### config.mk
export PLATFORM = sky130hd
export DESIGN_NAME = local_cycle_controller
export DESIGN_NICKNAME = d
export VERILOG_FILES = /design/src/rtl/local_cycle_controller.sv
export SDC_FILE = /design/constraint.sdc
export NUM_CORES = 1
export LEC_CHECK = 0
export ABC_AREA = 1
export CAP_MARGIN = 20
export CORE_ASPECT_RATIO = 1.25
export CORE_UTILIZATION = 60
export CTS_BUF_LIST = sky130_fd_sc_hd__clkbuf_4 sky130_fd_sc_hd__clkbuf_8
export CTS_CLUSTER_DIAMETER = 40
export CTS_CLUSTER_SIZE = 24
export DETAILED_ROUTE_END_ITERATION = 10
export MAX_ROUTING_LAYER = met4
export PLACE_DENSITY = 0.95
export SLEW_MARGIN = 20
export SYNTH_ARGS = -nofsm -noshare
export SYNTH_HDL_FRONTEND = slang
export SYNTH_SLANG_ARGS = --single-unit
export TNS_END_PERCENT = 100
### constraint.sdc
create_clock -name clock -period 4.38 [get_ports clock]
set_input_delay 0.657 -clock clock [delete_from_list [all_inputs] [get_ports clock]]
set_output_delay 0.657 -clock clock [all_outputs]
set_load 0.05 [all_outputs]
### src/rtl/local_cycle_controller.sv
// Local bus-cycle terminator for the 68030 on k30p: inserts per-region wait
// states, returns sized DSACK, drives device strobes, and raises BERR for any
// cycle (local or VME) that nobody terminates in time.
//
// state    | meaning
// ---------+----------------------------------------------------------
// S_IDLE   | no cycle in progress; waits for cpu_as low
// S_WAIT   | local region latched, counting down wait states
// S_ACK    | DSACK driven, held until cpu_as returns high
// S_EXTERN | non-local cycle; VME bridge is expected to terminate it
// S_BERR   | watchdog fired, BERR held until cpu_as returns high
module local_cycle_controller #(
    parameter int RAM_WAIT      = 1,
    parameter int ROM_WAIT      = 3,
    parameter int SERIAL_WAIT   = 5,
    parameter int CNT_WIDTH     = 4,
    parameter int TIMEOUT       = 255,
    parameter int TIMEOUT_WIDTH = 8
) (
    input  logic       clock,
    input  logic       n_reset,
    input  logic       cpu_as,
    input  logic       cpu_ds,
    input  logic       cpu_rw,
    input  logic       request_ram,
    input  logic       request_rom,
    input  logic       request_serial,
    input  logic [1:0] ext_dsack,
    output logic [1:0] cpu_dsack,
    output logic       cpu_berr,
    output logic       ram_oe,
    output logic       ram_we,
    output logic       rom_oe,
    output logic       serial_cs
);

    typedef enum logic [2:0] {S_IDLE, S_WAIT, S_ACK, S_EXTERN, S_BERR} state_t;
    typedef enum logic [1:0] {REG_NONE, REG_RAM, REG_ROM, REG_SERIAL} region_t;

    localparam logic [CNT_WIDTH-1:0]     RAM_W    = CNT_WIDTH'(RAM_WAIT);
    localparam logic [CNT_WIDTH-1:0]     ROM_W    = CNT_WIDTH'(ROM_WAIT);
    localparam logic [CNT_WIDTH-1:0]     SERIAL_W = CNT_WIDTH'(SERIAL_WAIT);
    localparam logic [TIMEOUT_WIDTH-1:0] TCNT_MAX = TIMEOUT_WIDTH'(TIMEOUT);
    localparam logic [TIMEOUT_WIDTH-1:0] TCNT_PRE = TIMEOUT_WIDTH'(TIMEOUT - 1);

    state_t                   state;
    region_t                  region;
    logic [CNT_WIDTH-1:0]     wcnt;
    logic [TIMEOUT_WIDTH-1:0] tcnt;
    logic                     ext_done;
    logic                     tcnt_inc;
    logic                     timeout_hit;
    logic [1:0]               dsack_size;
    logic                     strobe_en;

    // Watchdog advances only while a cycle is open and unterminated; it
    // fires on the edge where the count would reach TIMEOUT, so an ext_dsack
    // arriving on that edge suppresses both the increment and the BERR.
    assign tcnt_inc    = ~cpu_as && (state != S_ACK) && (ext_dsack == 2'b11);
    assign timeout_hit = tcnt_inc && (tcnt == TCNT_PRE);

    // Port size returned in DSACK for the latched region.
    always_comb begin
        dsack_size = 2'b11;
        case (region)
            REG_RAM:    dsack_size = 2'b00;
            REG_ROM:    dsack_size = 2'b01;
            REG_SERIAL: dsack_size = 2'b10;
            default:    dsack_size = 2'b11;
        endcase
    end

    // Device strobes follow cpu_ds directly while a local cycle is open.
    always_comb begin
        strobe_en = (state == S_WAIT) || (state == S_ACK);
        ram_oe    = ~(strobe_en && (region == REG_RAM)    && ~cpu_ds &&  cpu_rw);
        ram_we    = ~(strobe_en && (region == REG_RAM)    && ~cpu_ds && ~cpu_rw);
        rom_oe    = ~(strobe_en && (region == REG_ROM)    && ~cpu_ds &&  cpu_rw);
        serial_cs = ~(strobe_en && (region == REG_SERIAL) && ~cpu_ds);
    end

    // Bus-timeout counter: clears whenever the address strobe is high.
    always_ff @(posedge clock) begin
        if (!n_reset) begin
            tcnt <= '0;
        end else if (cpu_as) begin
            tcnt <= '0;
        end else if (tcnt_inc && (tcnt != TCNT_MAX)) begin
            tcnt <= tcnt + 1'b1;
        end
    end

    // Cycle FSM with registered DSACK/BERR.
    always_ff @(posedge clock) begin
        if (!n_reset) begin
            state     <= S_IDLE;
            region    <= REG_NONE;
            wcnt      <= '0;
            ext_done  <= 1'b0;
            cpu_dsack <= 2'b11;
            cpu_berr  <= 1'b1;
        end else begin
            case (state)
                S_IDLE: begin
                    if (!cpu_as) begin
                        if (!request_ram) begin
                            region <= REG_RAM;
                            wcnt   <= RAM_W;
                            state  <= S_WAIT;
                        end else if (!request_rom) begin
                            region <= REG_ROM;
                            wcnt   <= ROM_W;
                            state  <= S_WAIT;
                        end else if (!request_serial) begin
                            region <= REG_SERIAL;
                            wcnt   <= SERIAL_W;
                            state  <= S_WAIT;
                        end else begin
                            region   <= REG_NONE;
                            ext_done <= 1'b0;
                            state    <= S_EXTERN;
                        end
                    end
                end
                S_WAIT: begin
                    if (cpu_as) begin
                        region <= REG_NONE;
                        state  <= S_IDLE;
                    end else if (wcnt == '0) begin
                        cpu_dsack <= dsack_size;
                        state     <= S_ACK;
                    end else if (timeout_hit) begin
                        region   <= REG_NONE;
                        cpu_berr <= 1'b0;
                        state    <= S_BERR;
                    end else begin
                        wcnt <= wcnt - 1'b1;
                    end
                end
                S_ACK: begin
                    if (cpu_as) begin
                        cpu_dsack <= 2'b11;
                        region    <= REG_NONE;
                        state     <= S_IDLE;
                    end
                end
                S_EXTERN: begin
                    if (cpu_as) begin
                        state <= S_IDLE;
                    end else if (ext_dsack != 2'b11) begin
                        ext_done <= 1'b1;
                    end else if (timeout_hit && !ext_done) begin
                        cpu_berr <= 1'b0;
                        state    <= S_BERR;
                    end
                end
                S_BERR: begin
                    if (cpu_as) begin
                        cpu_berr <= 1'b1;
                        state    <= S_IDLE;
                    end
                end
                default: begin
                    region    <= REG_NONE;
                    cpu_dsack <= 2'b11;
                    cpu_berr  <= 1'b1;
                    state     <= S_IDLE;
                end
            endcase
        end
    end

endmodule

==> results.txt, run 1 <==
- Outcome: finished clean
- The Yosys step of the flow raised 0 warnings.
* Initial core utilization: 0.649
* PostCTS Resize Cnt: 0
- The congestion estimate from routability-driven global placement came to 0.896.
- 17 I/O pins were placed.
- Cts bufs inserted: 3
- Number of storage elements in the synthesis netlist: 21
- The startpoint identified for the worst register-to-register timing path is state[2].
- Along the worst hold path, the cell count comes to 2.
* Nets in the synthesized netlist: 246
- Num Clock Sinks: 21
- For hold timing, the worst endpoint is cpu_berr.
- In this run the tightest slew margin relative to its limit is 0.667.
- Entering global routing, the biggest net connects 13 pins.
- After synthesis, the mean cell area works out to 6.34 um^2.
- In this run the clock root is driven by a clkbuf_4.
* Leftover overflow at the end of global routing: 0
- STA classifies the critical path startpoint as a register.
- Worst VDD drop: 0.419 mV
* Die height: 57.0 um
- Buffers added to address setup during post-CTS repair amount to 0.
- WP buf/inv: 1
* Slew at the pin with the worst max-slew slack: 0.497 ns
* Setup repair after global routing missed its margin: no
- Final hold violation count: 0
* Endpoint of the worst register-to-register path: wcnt[2]
* Die width: 46.0 um
- Worst-path clk slew: 0.11 ns
* Biggest cell delay along the critical path: 0.80 ns
* Final Non-Filler Cells: 277
- Dividing the final minimum period by the clock period gives 0.676.
* H-tree Lvls: 1
* Crit Path Class: reg2out
* TritonCTS clock tree: yes
- R2r worst-path depth: 9
- Derived from the worst setup path, the maximum achievable clock frequency is 0.338 GHz.
- Setup slack on the worst reg-to-reg path comes out at 2.59 ns.
* Port Buf Inserts: 16
- Core area: 2230 um^2
- Synthesis produced a netlist whose cell count is 229.
- Total of hold buffers inserted after clock tree synthesis: 0
- Drt first-iter violations: 37
- Worst setup slack after layout: 1.42 ns
* Hold path startpoint: cpu_berr
* Number of vias per cell: 5.28
* Cell area after synthesis: 1450 um^2
* Final setup violation count: 0
- Die area: 2620 um^2
* Layout Utilization: 0.744
- Worst-Skew Late Latency: 0.30 ns
* Highest fanout seen on the critical path: 11
- Overall global routing resource usage: 0.268
- Static Leak: 0.738 nW
* Number of distinct standard cells referenced by the synthesized netlist: 30
* Kind of cell adding the most delay to the critical path: buffers and inverters
- Beginning of the critical path: state[2]
- Fraction of final layout cells sized beyond drive strength 1: 0.0976
* Setup TNS after final layout: 0 ns
- Antenna violations before repair: 0
* Drc violations: 0
* Fraction of the yosys area taken by sequential cells: 0.290
* Hold WC Path Type: reg2reg
- First-pass iteration count of the detailed router: 4
- On the final layout, the worst clock skew is 0.00612 ns.
* Cell Chain, Critical Path: nor2_1 > nand2_1 > a21boi_0 > nand3_1 > clkdlybuf4s50_1
* Filler cells: 193
* Layout Nets: 264
* Remaining antenna violation count: 0
- Maximum number of buffers from clock root to sink: 2
- At the worst endpoint, the required time is 3.72 ns.
* HPWL after detailed placement: 2400 um
* Worst path arrival time: 2.30 ns
* Post-layout min period: 2.96 ns
- Layout area overhead: 14.5%
* Slowest cell on the critical path: clkdlybuf4s50_1
- Wire length reported by the detailed router: 3010 um
- Timing analysis after detailed placement gives a worst setup slack of 1.63 ns.
* Per-cell routed wire length: 10.9 um
* Vias after detailed routing: 1462
- The max-slew violation count came to 0.
* Placed Cells incl. Taps: 273
* Max-cap viol count: 0
- The repair_antennas step left the layout with diodes totalling 0.
- The worst setup path is captured at an output port.
* Row count: 19
* Via count of the first global-routing pass: 1359
- For this design the ratio of total power to cell area is 559 nW/um^2.
* Global-route wire length before repair: 5200 um
==> stage by stage <==
| step | hold WS, ns | total power [W] | area [um^2] |
|---|---|---|---|
| after floorplan | 0.439 | 0.000714 | 1450 |
| after global placement | 0.439 | 0.000816 | 1630 |
| after detailed placement | 0.444 | 0.000832 | 1630 |
| after global routing | 0.499 | 0.00101 | 1660 |
| after CTS | 0.473 | 0.000927 | 1660 |
| final | 0.466 | 0.000928 | 1660 |
==> cells by family (layout without fill, tap and decap cells) <==
| logic type | count (synthesis) | in the layout | share of synthesized area |
|---|---|---|---|
| AND/OR/NAND/NOR | 137 | 137 | 0.433 |
| flip-flops | 21 | 21 | 0.290 |
| AO/OA/AOI/OAI | 27 | 27 | 0.111 |
| buffers and inverters | 35 | 52 | 0.0940 |
| adder cells (fa/ha/maj) | 7 | 7 | 0.0603 |
| XOR/XNOR | 2 | 2 | 0.0121 |
==> layout by cell type, fill, tap and decap left out <==
cell type        instances
a21oi_2                  1
xor2_1                   1
nor2_2                   4
o21ai_2                  1
nor2_1                  30
a21oi_4                  1
o21ai_0                  5
nand3_2                  2
o21ai_1                  3
ha_1                     7
nand3_1                 24
nor3b_1                  1
a21boi_0                 1
dfxtp_1                 21
nor3b_2                  1
inv_2                    2
o31ai_1                  1
nor3_4                   1
inv_1                   30
nand2_1                 59
clkinv_2                 1
clkbuf_4                 3
a21oi_1                 13
nor2_4                   1
nand4_1                  3
nor3_1                   5
o211ai_1                 1
clkdlybuf4s50_1         16
xnor2_1                  1
nand2_2                  6
==> report_power, final <==
group	switching [W]	leakage (nW)	internal (W)
Clock	0.0000594	0.0177	0.0000340
Sequential	0.0000408	0.172	0.000238
Combinational	0.000365	0.549	0.000191
Total	0.000465	0.738	0.000463
==> area by class of cell <==
| type | count | area (um^2) | share of cell area |
|---|---|---|---|
| clock buffer | 3 | 22.5 | 0.0136 |
| timing repair buffer | 16 | 160 | 0.0964 |
| sequential | 21 | 420 | 0.253 |
| inverter | 32 | 120 | 0.0723 |
| multi-input combinational | 173 | 895 | 0.538 |
| clock inverter | 1 | 5.00 | 0.00301 |
| tap | 31 | 38.8 | 0.0233 |
==> state kept, by name (all words and copies together) (netlist names) <==
name and cells:
ext_done 1, state 3, region 2, cpu_dsack 2, wcnt 4, cpu_berr 1, tcnt 8
==> routing by layer <==
layer	GRT usage	wire, um
met1	0.288	1250
met5	-	0
met2	0.481	1610
met4	0.0924	73
met3	0.0316	74
==> worst max path at each step <==
stage               slack (ns)     end  cells after the start
floorplan                 2.37  ram_oe                      5
global placement          1.65  rom_oe                      4
detailed placement        1.63  rom_oe                      4
CTS                       1.45  ram_oe                      5
global route              1.28  ram_oe                      5
finish                    1.42  ram_oe                      5
==> tightest hold or removal path, stage by stage, from the launching register on <==
cell	delay (ns)
dfxtp_1	0.34
nand2_1	0.05
nand3_1	0.05
==> cells in the mapped netlist <==
cell | count | share of area
nand4_1 | 3 | 0.013
nor2_1 | 30 | 0.078
nor3b_2 | 1 | 0.0086
nand2_2 | 6 | 0.026
o31ai_1 | 1 | 0.0052
xor2_1 | 1 | 0.0060
o21ai_1 | 3 | 0.010
nand3_1 | 24 | 0.083
a21oi_1 | 13 | 0.045
dfxtp_1 | 21 | 0.29
ha_1 | 7 | 0.060
nor2_2 | 4 | 0.017
buf_2 | 1 | 0.0034
o211ai_1 | 1 | 0.0052
xnor2_1 | 1 | 0.0060
nor3b_1 | 1 | 0.0052
o21ai_0 | 5 | 0.017
nor2_4 | 1 | 0.0078
inv_2 | 2 | 0.0052
inv_1 | 30 | 0.078
nor3_1 | 5 | 0.017
o21ai_2 | 1 | 0.0060
a21oi_4 | 1 | 0.011
a21oi_2 | 1 | 0.0060
buf_4 | 1 | 0.0052
nor3_4 | 1 | 0.011
nand3_2 | 2 | 0.014
clkbuf_1 | 1 | 0.0026
nand2_1 | 59 | 0.15
a21boi_0 | 1 | 0.0052
No activity file was read; power rests on OpenSTA's default activity.
==> run 2, diff against run 1 <==
--- a/config.mk
+++ b/config.mk
@@ -8,13 +8,13 @@
 export ABC_AREA = 1
 export CAP_MARGIN = 20
 export CORE_ASPECT_RATIO = 1.25
-export CORE_UTILIZATION = 60
+export CORE_UTILIZATION = 52
 export CTS_BUF_LIST = sky130_fd_sc_hd__clkbuf_4 sky130_fd_sc_hd__clkbuf_8
 export CTS_CLUSTER_DIAMETER = 40
 export CTS_CLUSTER_SIZE = 24
 export DETAILED_ROUTE_END_ITERATION = 10
 export MAX_ROUTING_LAYER = met4
-export PLACE_DENSITY = 0.95
+export PLACE_DENSITY = 0.89
 export SLEW_MARGIN = 20
 export SYNTH_ARGS = -nofsm -noshare
 export SYNTH_HDL_FRONTEND = slang
==> constraint.sdc (replaced) <==
create_clock -name clock -period 2.63 [get_ports clock]
set_input_delay 0.3945 -clock clock [delete_from_list [all_inputs] [get_ports clock]]
set_output_delay 0.3945 -clock clock [all_outputs]
set_load 0.05 [all_outputs]
==> run 2 against run 1 <==
Net effect: setup slack worse by 1.3 ns; wire length is 5.5% higher; utilization is 11 points lower; critical endpoint unchanged.
==> results.txt, run 2 (synthesis results as in run 1) <==
* Register with the most flip-flops: tcnt
* Slew at the pin with the worst max-slew slack: 0.517 ns (+0.0192 ns)
- The floorplan die height was 61.1 um (+7.2%).
- Per-cell routed wire length: 11.2 um (+3.2%)
* Max-cap viol count: 0 (unchanged)
* Met2 Routed Length: 1630 um (+0.87%)
- The average vias per placed instance came to 5.16 (-2.3%).
- The number of flip-flops in the largest register came to 8 (unchanged).
- Via count of the first global-routing pass: 1275 (-6.2%)
* Wl on met1: 1360 um (+9.0%)
- The power per cell area was 931 nW/um^2 (+67%).
- Remaining antenna violation count: 0 (unchanged)
* H-tree Lvls: 1 (unchanged)
* Post-layout min period: 2.47 ns
* Pin count of the biggest net entering global routing: 12 (-1)
* Static Leak: 0.753 nW (+2.0%)
- The via count of the routed design was 1460 (-0.14%).
- The core utilization of the finished layout came to 0.637 (-0.107).
* Fraction of final layout cells sized beyond drive strength 1: 0.108 (+0.0109)
* Total of hold buffers inserted after clock tree synthesis: 0 (unchanged)
* Largest registers: tcnt: 8 flops, wcnt: 4 flops, state: 3 flops
- Worst hold-check slack: 0.471 ns (+0.00415 ns)
- The pre-CTS setup slack is 0.370 ns (-1.26 ns).
* Num Clock Sinks: 21 (unchanged)
* Diodes inserted: 0 (unchanged)
- The worst-case vdd ir drop came to 0.702 mV (+68%).
- Leaving out fill and tap cells, the most frequent cells in the layout are nand2_1 (59), inv_1 (30), nor2_1 (30), nand3_1 (24), dfxtp_1 (21).
- Final setup violation count: 0 (unchanged)
* Crit Path Class: reg2out
* Overall global routing resource usage: 0.230 (-0.0376)
* First-pass iteration count of the detailed router: 5 (+1)
- The initial antenna violation count came to 0 (unchanged).
* Final number of max-transition violations: 0 (unchanged)
* Highest fanout seen on the critical path: 6 (-5)
* Worst path arrival time: 2.07 ns (-0.23 ns)
- Worst setup slack after layout: 0.161 ns (-1.26 ns)
- The library cell used most frequently in the layout, excluding fill and tap cells, is nand2_1.
* Root buffer cell: clkbuf_4
* Final critical-path share of the clock period: 0.939
- Detailed-routed wire length on met3: 125 um (+69%)
- From synthesis to final layout, the design area changed by 16.5%.
- Kind of end point of the critical path: output port
* Drt first-iter violations: 86 (+130%)
- The remaining global-route overflow is 0 (unchanged).
- The overall power after layout was 0.00157 W (+69%).
- Maximum number of buffers from clock root to sink: 2 (unchanged)
* Max Clock Skew: 0.00483 ns (-0.00129 ns)
- Setup repair after global routing left no endpoint under its margin.
- The global-route wire length before repair came to 5130 um (-1.3%).
- Layout Nets: 267 (+1.1%)
* Drc violations: 0 (unchanged)
- Max Used Layer: met4
- Sort of element at the start of the critical path: register
* Initial core utilization: 0.547 (-0.103)
- The clock slew at the register clock pins of the worst setup and hold paths was 0.11 ns (about the same).
* Cts bufs inserted: 3 (unchanged)
* Core area: 2650 um^2 (+19%)
* HPWL after detailed placement: 2570 um (+7.3%)
* I/O pin total: 17 (unchanged)
- The worst hold path belongs to the class reg2reg.
- Setup TNS after final layout: 0 ns (unchanged)
* Row count: 21 (+2)
- Die area: 3010 um^2 (+15%)
- Data required time of the worst path: 2.24 ns (-1.48 ns)
- Max Freq: 0.405 GHz
- The clock latency on the worst-skew pair is 0.31 ns (about the same).
- The total setup buffers inserted after CTS was 0 (unchanged).
- The worst slew margin relative to its limit was 0.655 (-0.0129).
- Die width: 49.3 um (+7.1%)
- TritonCTS clock tree: yes
- The hold violation count in the final report is 0 (unchanged).
- Gpl congestion: 0.910 (+1.6%)
- Wire length reported by the detailed router: 3180 um (+5.5%)
- The run finished with clean final reports.
* PostCTS Resize Cnt: 0 (unchanged)
* Port Buf Inserts: 16 (unchanged)
==> run 2: metrics by stage <==
| step | instance area, um^2 | cells |
|---|---|---|
| 2_1_floorplan | 1450 | 229 |
| 3_3_place_gp | 1660 | 279 |
| 3_5_place_dp | 1660 | 279 |
| 4_1_cts | 1690 | 283 |
| 5_1_grt | 1690 | 283 |
| 6_report | 1690 | 283 |
==> run 2: worst paths after layout <==
kind	endpoint	start	slack, ns	depth (start not counted)
setup / recovery	ram_oe	state[2]	0.16	5
hold / removal	ext_done	ext_done	0.47	2
setup reg to reg	wcnt[3]	state[2]	0.99	9
hold reg to reg	ext_done	ext_done	0.47	2
==> run 2: layout make-up <==
type                       instances  area [um^2]
multi-input combinational        173          895
fill                             243          963
clock buffer                       4         30.0
tap                               34         42.5
inverter                          32          120
sequential                        21          420
timing repair buffer              19          183
==> run 2: where the power goes <==
part | leakage (nW) | internal (W) | total [W] | switching (W)
Combinational | 0.563 | 0.000330 | 0.000942 | 0.000612
Clock | 0.0184 | 0.0000696 | 0.000170 | 0.000100
Sequential | 0.172 | 0.000396 | 0.000462 | 0.0000655
==> run 2: worst max-delay path, cell delays in order (launching register included) <==
cell and delay (ns):
dfxtp_1 0.38, nor2_1 0.17, nand2_1 0.10, a21boi_0 0.30, nand3_1 0.11, clkdlybuf4s50_1 0.71
==> run 2: layer usage <==
metal  up-vias  GRT usage
li1        772          -
met1       642      0.249
met3         9     0.0346
met2        37      0.427
met4         0     0.0882
met5         -          -
==> run 3, diff against run 2 <==
==> constraint.sdc (replaced) <==
create_clock -name clock -period 2 [get_ports clock]
set_input_delay 0.3 -clock clock [delete_from_list [all_inputs] [get_ports clock]]
set_output_delay 0.3 -clock clock [all_outputs]
set_load 0.05 [all_outputs]
==> run 3 against run 2 <==
Net effect: worst hold slack improved by 0.0050 ns; setup slack worse by 0.034 ns; clock skew up 0.0011 ns; final cell count unchanged; largest power group unchanged; highest routed layer unchanged.
==> results.txt, run 3 (synthesis results as in run 1) <==
* Most common library cell in the layout ignoring fill and taps: nand2_1
- Final hold violation count: 0 (unchanged)
* Outcome: finished clean
* Highest-count cells in the layout ignoring fill and taps: nand2_1 (59), inv_1 (30), nor2_1 (30), nand3_1 (24), dfxtp_1 (21)
* Relative slew slack: 0.656 (+0.00168)
- The total inserted antenna cells was 0 (unchanged).
- Number of vias per cell: 5.08 (-1.6%)
- The remaining routing DRC violations is 0 (unchanged).
- Global-route wire length before repair: 5180 um (+0.94%)
- Worst-Skew Late Latency: 0.32 ns (about the same)
- Drt first-iter violations: 37 (-57%)
- The routed design could run at a clock period as short as 1.87 ns.
* Final setup violation count: 0 (unchanged)
- The required time of the critical path is 1.70 ns (-0.54 ns).
- Setup TNS after final layout: 0 ns (unchanged)
- The final weighted congestion in routability-driven placement was 0.862 (-5.3%).
- The all-layer global routing usage is 0.231 (+0.00127).
* Final total power: 0.00206 W (+31%)
- Static Leak: 0.771 nW (+2.4%)
- The number of flip-flops in the largest register is 8 (unchanged).
- Row count: 21 (unchanged)
- Kind of end point of the critical path: output port
- Max-cap viol count: 0 (unchanged)
- TritonCTS clock tree: yes
- The initial antenna violation count was 0 (unchanged).
- tcnt holds more flip-flops than any other register.
* Die area: 3010 um^2 (unchanged)
- Number of setup buffers added after CTS: 0 (unchanged)
* Port Buf Inserts: 16 (unchanged)
- The area of placed instances is 1690 um^2 (+1.7%).
- The transition at the pin with the smallest max-transition slack came to 0.514 ns (-0.00251 ns).
- The fill cell total of the finished layout came to 241 (-0.82%).
- Slowest cell on the critical path: dfxtp_1
- Highest fanout seen on the critical path: 6 (unchanged)
- The critical path data arrival time was 1.57 ns (-0.50 ns).
- Final cell area excluding filler cells: 1720 um^2 (+1.5%)
* Total of hold buffers inserted after clock tree synthesis: 0 (unchanged)
- Crit Path Class: reg2out
- Remaining antenna violation count: 0 (unchanged)
- The largest registers in the layout are tcnt: 8 flops, wcnt: 4 flops, state: 3 flops.
* Per-cell routed wire length: 10.9 um (-2.9%)
- The largest net degree at the start of global routing came to 13 (+1).
- The placed cell count came to 279 (unchanged).
- The max-slew violation count was 0 (unchanged).
* Core area: 2650 um^2 (unchanged)
- The largest buffer count on any clock path was 2 (unchanged).
* Worst VDD drop: 0.819 mV (+17%)
* Num Clock Sinks: 21 (unchanged)
- Hold WC Path Type: reg2reg
- Power density relative to cell area: 1200 nW/um^2 (+29%)
- The number of H-tree branching levels came to 1 (unchanged).
- The total clock buffers created by CTS was 3 (unchanged).
- Worst-path clk slew: 0.13 ns (+0.02 ns)
- The total number of nets in the final design was 267 (unchanged).
- The horizontal extent of the die came to 49.3 um (unchanged).
* Root buffer cell: clkbuf_4
- Die height: 61.1 um (unchanged)
- The via count of the first global-routing pass is 1278 (+0.24%).
- The fraction of layout cells with a size suffix above 1 was 0.124 (+0.0161).
- Derived from the worst setup path, the maximum achievable clock frequency is 0.534 GHz.
- Total area of sequential cells: 420 um^2 (unchanged)
- The I/O pin total was 17 (unchanged).
- Multi-input gate area in the final layout: 895 um^2 (unchanged)
- STA classifies the critical path startpoint as a register.
- The wire length after detailed routing was 3080 um (-2.9%).
* Final critical-path share of the clock period: 0.936
- The signal on the critical path passes through nor2_1 > nand2_1 > a21boi_1 > nand3_1 > buf_4.
* Final Non-Filler Cells: 283 (unchanged)
- Layout area overhead: 18.2%
* Max Clock Skew: 0.00596 ns (+0.00112 ns)
* First-pass iteration count of the detailed router: 4 (-1)
* Vias after detailed routing: 1437 (-1.6%)
- The stage delay of the slowest cell on the critical path is 0.39 ns (-0.32 ns).
* Worst hold-check slack: 0.476 ns (+0.00497 ns)
- The total half-perimeter wirelength after legalization and detailed placement was 2520 um (-2.1%).
- Setup repair after global routing missed its margin: no
- The starting density of the core is 0.547 (unchanged).
* Leftover overflow at the end of global routing: 0 (unchanged)
run 3: changes by cell type in the layout (fill, tap and decap cells not counted):
cell,change
clkbuf_4,-1
buf_4,+1
clkdlybuf4s50_1,-4
clkinv_2,+1
buf_12,+3
a21boi_0,-1
a21boi_1,+1
run 3: path summary, 6_finish.rpt:
kind,start,endpoint,slack (ns),cells past startpoint
worst max-delay path,state[2],ram_oe,0.13,5
worst min-delay path,ext_done,ext_done,0.48,2
worst max register to register,wcnt[0],wcnt[3],0.40,10
worst min register to register,ext_done,ext_done,0.48,2
run 3: final cells by class:
class	count	area share
repair buffers	19	0.123
clock inverters	1	0.00292
inverters	32	0.0700
clock buffers	3	0.0131
multi-input cells	173	0.522
flip-flops and latches	21	0.245
well taps	34	0.0248
run 3: metrics by stage:
step                       util  worst slack (ns)
after floorplan               -             0.348
after global placement    0.636             0.194
after detailed placement  0.636             0.197
after CTS                 0.646            0.0557
after global routing      0.646            0.0271
final                     0.646             0.128
run 3: repair_timing:
action,4_1_cts,5_1_grt
endpoints found under the setup margin,0,2
gates resized for setup,0,1
hold endpoints to repair,0,0
run 3: worst max-delay path, delay by kind of cell, from the launching register on:
family | cells | cell delay, ns
AO/OA/AOI/OAI | 1 | 0.24
buffers and inverters | 1 | 0.20
AND/OR/NAND/NOR | 3 | 0.42
flip-flops | 1 | 0.39
run 3: power breakdown:
part	total, W	leakage [nW]	internal (W)	switching [W]
combinational	0.00123	0.582	0.000441	0.000789
clock	0.000217	0.0177	0.0000749	0.000142
sequential	0.000611	0.172	0.000521	0.0000901
total	0.00206	0.771	0.00104	0.00102
run 3: layer usage:
layer,vias to the layer above,GRT usage,wire length [um]
li1,773,-,-
met1,635,0.248,1330
met2,24,0.432,1620
met3,5,0.0346,94
met4,0,0.0882,40
met5,-,-,0
